===== config.mk =====
export PLATFORM = sky130hd
export DESIGN_NAME = huffman_bit_packer
export DESIGN_NICKNAME = d
export VERILOG_FILES = /design/src/rtl/huffman_bit_packer.sv
export SDC_FILE = /design/constraint.sdc
export NUM_CORES = 1
export LEC_CHECK = 0
export BUFFER_PORTS_ARGS = -buffer_cell sky130_fd_sc_hd__buf_2
export CAP_MARGIN = 20
export CORE_UTILIZATION = 45
export CTS_CLUSTER_DIAMETER = 60
export DETAILED_ROUTE_END_ITERATION = 16
export GPL_ROUTABILITY_DRIVEN = 0
export PLACE_DENSITY = 0.75
export SYNTH_ARGS = -nofsm -noshare
export SYNTH_HDL_FRONTEND = slang
export SYNTH_SLANG_ARGS = --single-unit

===== constraint.sdc =====
create_clock -name clk -period 10.2 [get_ports clk]
set_input_delay 2.04 -clock clk [delete_from_list [all_inputs] [get_ports clk]]
set_output_delay 2.04 -clock clk [all_outputs]
set_load 0.01 [all_outputs]

===== src/rtl/huffman_bit_packer.sv =====
// Packs Huffman codes for gray symbols 1..6 MSB-first into bytes through a 16-bit accumulator.
// The code table is captured in IDLE and stays frozen for the rest of the frame.
module huffman_bit_packer #(
  parameter int ACC_W = 16,
  parameter int OUT_W = 8,
  parameter int ERR_W = 8
) (
  input  logic             clk,
  input  logic             reset,
  input  logic             code_valid,
  input  logic [47:0]      HC,
  input  logic [47:0]      M,
  input  logic             sym_valid,
  input  logic [7:0]       sym_data,
  input  logic             sym_last,
  output logic             sym_ready,
  output logic             out_valid,
  output logic [OUT_W-1:0] out_byte,
  input  logic             out_ready,
  output logic             out_last,
  output logic             done,
  output logic [ERR_W-1:0] err_cnt
);

  localparam int NSYM = 6;
  localparam int LW   = $clog2(OUT_W + 1);
  localparam int FW   = $clog2(ACC_W + 1);
  localparam logic [FW-1:0] FILL_BYTE = FW'(OUT_W);
  localparam logic [FW-1:0] FILL_MAX  = FW'(ACC_W);

  typedef enum logic [1:0] {IDLE, RUN, FLUSH} state_t;

  state_t           state, state_nxt;
  logic [OUT_W-1:0] code_tab [NSYM];
  logic [LW-1:0]    len_tab  [NSYM];
  logic [ACC_W-1:0] acc, acc_nxt;
  logic [FW-1:0]    fill, fill_nxt;
  logic [ERR_W-1:0] err_nxt;
  logic [OUT_W-1:0] cur_code;
  logic [LW-1:0]    cur_len;
  logic             sym_acc, out_acc, sym_ok;

  assign sym_ready = (state == RUN) && (fill <= FILL_BYTE);
  assign out_valid = (fill >= FILL_BYTE) || ((state == FLUSH) && (fill != '0));
  assign out_byte  = acc[ACC_W-1 -: OUT_W];
  assign out_last  = (state == FLUSH) && out_valid && (fill <= FILL_BYTE);
  assign done      = (state == FLUSH) && (fill == '0);
  assign sym_acc   = sym_valid && sym_ready;
  assign out_acc   = out_valid && out_ready;

  // Out-of-range symbols and zero-length entries both resolve to length 0.
  always_comb begin
    cur_code = '0;
    cur_len  = '0;
    for (int i = 0; i < NSYM; i++) begin
      if (sym_data == 8'(i + 1)) begin
        cur_code = code_tab[i];
        cur_len  = len_tab[i];
      end
    end
  end

  assign sym_ok = (cur_len != '0);

  // The outgoing byte is shifted out first so a same-cycle append lands behind the remaining bits.
  always_comb begin
    acc_nxt   = acc;
    fill_nxt  = fill;
    err_nxt   = err_cnt;
    state_nxt = state;
    if (out_acc) begin
      acc_nxt  = acc << OUT_W;
      fill_nxt = (fill >= FILL_BYTE) ? (fill - FILL_BYTE) : '0;
    end
    if (sym_acc) begin
      if (sym_ok) begin
        acc_nxt  = acc_nxt | (ACC_W'(cur_code) << (FILL_MAX - fill_nxt - FW'(cur_len)));
        fill_nxt = fill_nxt + FW'(cur_len);
      end else if (err_cnt != '1) begin
        err_nxt = err_cnt + ERR_W'(1);
      end
    end
    case (state)
      IDLE:    if (code_valid) state_nxt = RUN;
      RUN:     if (sym_acc && sym_last) state_nxt = FLUSH;
      FLUSH:   if (fill == '0) state_nxt = IDLE;
      default: state_nxt = IDLE;
    endcase
  end

  always_ff @(posedge clk or posedge reset) begin
    if (reset) begin
      state   <= IDLE;
      acc     <= '0;
      fill    <= '0;
      err_cnt <= '0;
      for (int i = 0; i < NSYM; i++) begin
        code_tab[i] <= '0;
        len_tab[i]  <= '0;
      end
    end else begin
      state   <= state_nxt;
      acc     <= acc_nxt;
      fill    <= fill_nxt;
      err_cnt <= err_nxt;
      if (state == IDLE && code_valid) begin
        for (int i = 0; i < NSYM; i++) begin
          code_tab[i] <= HC[(NSYM-1-i)*OUT_W +: OUT_W] & M[(NSYM-1-i)*OUT_W +: OUT_W];
          len_tab[i]  <= LW'($countones(M[(NSYM-1-i)*OUT_W +: OUT_W]));
        end
      end
    end
  end

endmodule

==> metrics.cfg <==
[layout]
multi_input_area_um2 = 3870
seqCellArea_um2 = 2580
post-route-util_pct = 52.3
drive_gt1_share_pct = 22.2
area_growth_pct = 13.6
antennaDiodeCount = 0
design_area_um2 = 7920
fin_cells = 1029
fin_nets = 1001
fillCellCount = 1434

[setup_path]
cp.required_ps = 10400
path_buf_inv = 3
path_max_fanout = 28
critPathLaunchType = input pin
slowest_stage = buf_2
crit_arrival_ps = 5670
path_delay_family = simple AND/OR/NAND/NOR gates
rrSetupSlack_ps = 5760
endpoint_kind = flip-flop
critPathMaxStageDelay_ps = 530
worstPathCellList = buf_2, nor2b_1, o2bb2ai_1, a22o_1, ha_1, inv_1, ha_1, inv_1, nor2_1, o221ai_1, and4_1, mux2_2, nand2_1, a22oi_1
worstSetupPathType = in -> reg

[timing]
rsz0062_at_grt = false
finalSetupTns_ps = 0
finClkSkew_ps = 8.93
hold_violations = 0
timing.final.ws_setup_ps = 4730
slew_headroom_pct = 30.8
final_max_slew_viol_count = 0
fmax_mhz = 183
min_period_ps = 5470
fin_crit_sh_pct = 53.6
setup_viol = 0
worst_slew_pin_slew_ps = 1040

[synth]
yosysUniqueCellTypes = 66
syn_inst = 738
synth.cell_area_um2 = 6970
synth_nets = 903
yosys_warnings = 0
synth-main-ff-cell = dfrtp_1
synthArstFlopShare_pct = 100
synth_seq_cells = 103
seq_area_frac_synth_pct = 37.0
syn_avg_cell_area_um2 = 9.45
synth_edf_count = 0

[worst_hold_path]
min_path_type = reg -> reg

[die]
die_w_um = 126
initial_core_util_pct = 46.0
rows = 45
ios = 130
die_area_um2 = 16000
coreArea_um2 = 15100
die_h_um = 126

[clock_network]
cts_tree = done
cts.reportedPaths.clkPinSlew_ps = 60
clk_latency_ps = 350
cts_sinks = 103
postCtsHoldBufs = 0
cts_resized = 0
postCtsSetupRepairBufs = 0
htree_levels = 3
clock-root-buffer = clkbuf_16
clockBufferDepth = 2
numCtsBuffers = 9

[routing]
postRouteAntennaNets = 0
drc_errors = 0
wl_per_cell_um = 15.3
drt-initial-drc-count = 344
drt-total-wl_mm = 15.7
first_pass_iters = 7
via_per_inst = 5.35
vias = 5501

[grt]
overflow = 0
grt_pass1_vias = 5243
grt_pass1_wl_mm = 25.8
grt_max_degree = 125
antenna_found_initial = 0
gr-usage-all-layers_pct = 20.6

[pwr]
p_sw_share_pct = 39.3
p_int_w = 0.00101
p_seq_share_pct = 38.8
combPwrFrac_pct = 41.0
irDropWorstVdd_uv = 102
p_per_area_nw_per_um2 = 209
p_leak_nw = 3.88
power.net_switching_w = 0.000652
clock_power_share_pct = 20.3

[flow_run]
max-cap-violations = 0

[outcome]
status = completed

[placement]
place_area_um2 = 7630
dp_slack_ps = 4440
dpl.hpwl_mm = 12.4
dp.cells = 1013
io_buffers = 129

## power by group through the flow
stage               Combinational, W  Sequential [W]  Clock [W]
floorplan                   0.000515        0.000617          0
global placement            0.000664        0.000644          0
detailed placement          0.000682        0.000650          0
CTS                         0.000686        0.000643   0.000344
global route                0.000768        0.000660   0.000363
finish                      0.000680        0.000643   0.000337
## layout by cell type, fill, tap and decap left out, drive strengths merged, types with 5 or more instances in the layout
cell / synthesis / layout
nor2: 18 / 18
clkbuf: 26 / 10
nand2: 134 / 134
buf: 18 / 131
a21oi: 20 / 20
o21ai: 66 / 66
nand3: 8 / 8
a22o: 12 / 12
nor2b: 5 / 5
o221ai: 11 / 11
nor3: 5 / 5
fa: 25 / 25
xor2: 8 / 8
xnor2: 15 / 15
o2bb2ai: 6 / 6
nand4: 6 / 6
a2bb2oi: 11 / 11
dfrtp: 103 / 103
o22a: 8 / 8
o31ai: 8 / 8
inv: 75 / 78
mux2i: 23 / 23
a22oi: 17 / 17
mux2: 25 / 25
ha: 30 / 30
## final timing paths
check,startpoint,end,cells after the start
setup / recovery,sym_data[1],acc[12],14
hold / removal,acc[7],acc[7],2
max in group asynchronous,reset,len_tab[12],3
hold reg to reg,acc[7],acc[7],2
setup reg to reg,fill[0],acc[12],14
min in group asynchronous,reset,acc[9],2
## per-layer routing
metal / share of wire, % / global-route usage (%)
met1: 46 / 28.5
met3: 4.7 / 4.26
met5: 0 / 0
met2: 48 / 33.4
met4: 1.3 / 4.75
## worst min-delay path, delay by kind of cell (launching register included)
family	cells	cell delay (ps)
AND/OR/NAND/NOR	1	50
flip-flops	1	340
AO/OA/AOI/OAI	1	50
## cells in the mapped netlist, types with 10 or more instances
| library cell | count | share of area (%) |
|---|---|---|
| xnor2_1 | 14 | 1.8 |
| dfrtp_1 | 103 | 37 |
| inv_1 | 74 | 4.0 |
| a22oi_1 | 17 | 1.8 |
| a2bb2oi_1 | 11 | 1.4 |
| nor2_1 | 18 | 0.97 |
| mux2i_1 | 22 | 3.2 |
| fa_1 | 25 | 7.2 |
| a22o_1 | 12 | 1.5 |
| ha_1 | 30 | 5.4 |
| nand2_1 | 134 | 7.2 |
| clkbuf_1 | 26 | 1.4 |
| o21ai_0 | 64 | 4.6 |
| o221ai_1 | 10 | 1.3 |
| a21oi_1 | 20 | 1.4 |
| mux2_2 | 24 | 3.9 |
## logic make-up after synthesis
logic type | count (synthesis) | synth area share, %
AOI/OAI and AO/OA | 188 | 19.3
muxes | 48 | 7.57
xor gates and xnor gates | 24 | 3.32
DFF | 103 | 37.0
buffers and inverters | 119 | 7.57
adders and majority gates | 55 | 12.6
and+or+nand+nor | 201 | 12.7
## registers in the layout, indices dropped and copies added, names as in the netlist
signal and count:
acc 16, state 2, code_tab 48, len_tab 24, fill 5, err_cnt 8
## cell type report
type | count | share of cell area [%]
clock inverter | 6 | 0.616
multi-input combinational | 516 | 48.9
sequential | 103 | 32.5
timing repair buffer | 131 | 8.34
tap | 188 | 2.97
clock buffer | 10 | 3.02
inverter | 75 | 3.62
## stage by stage
| step | hold WS [ps] | power (W) |
|---|---|---|
| 6_report | 478 | 0.00166 |
| 2_1_floorplan | 444 | 0.00113 |
| 3_3_place_gp | 457 | 0.00131 |
| 4_1_cts | 481 | 0.00167 |
| 5_1_grt | 504 | 0.00179 |
| 3_5_place_dp | 465 | 0.00133 |
Note: power is estimated with default switching activity, not from simulation.
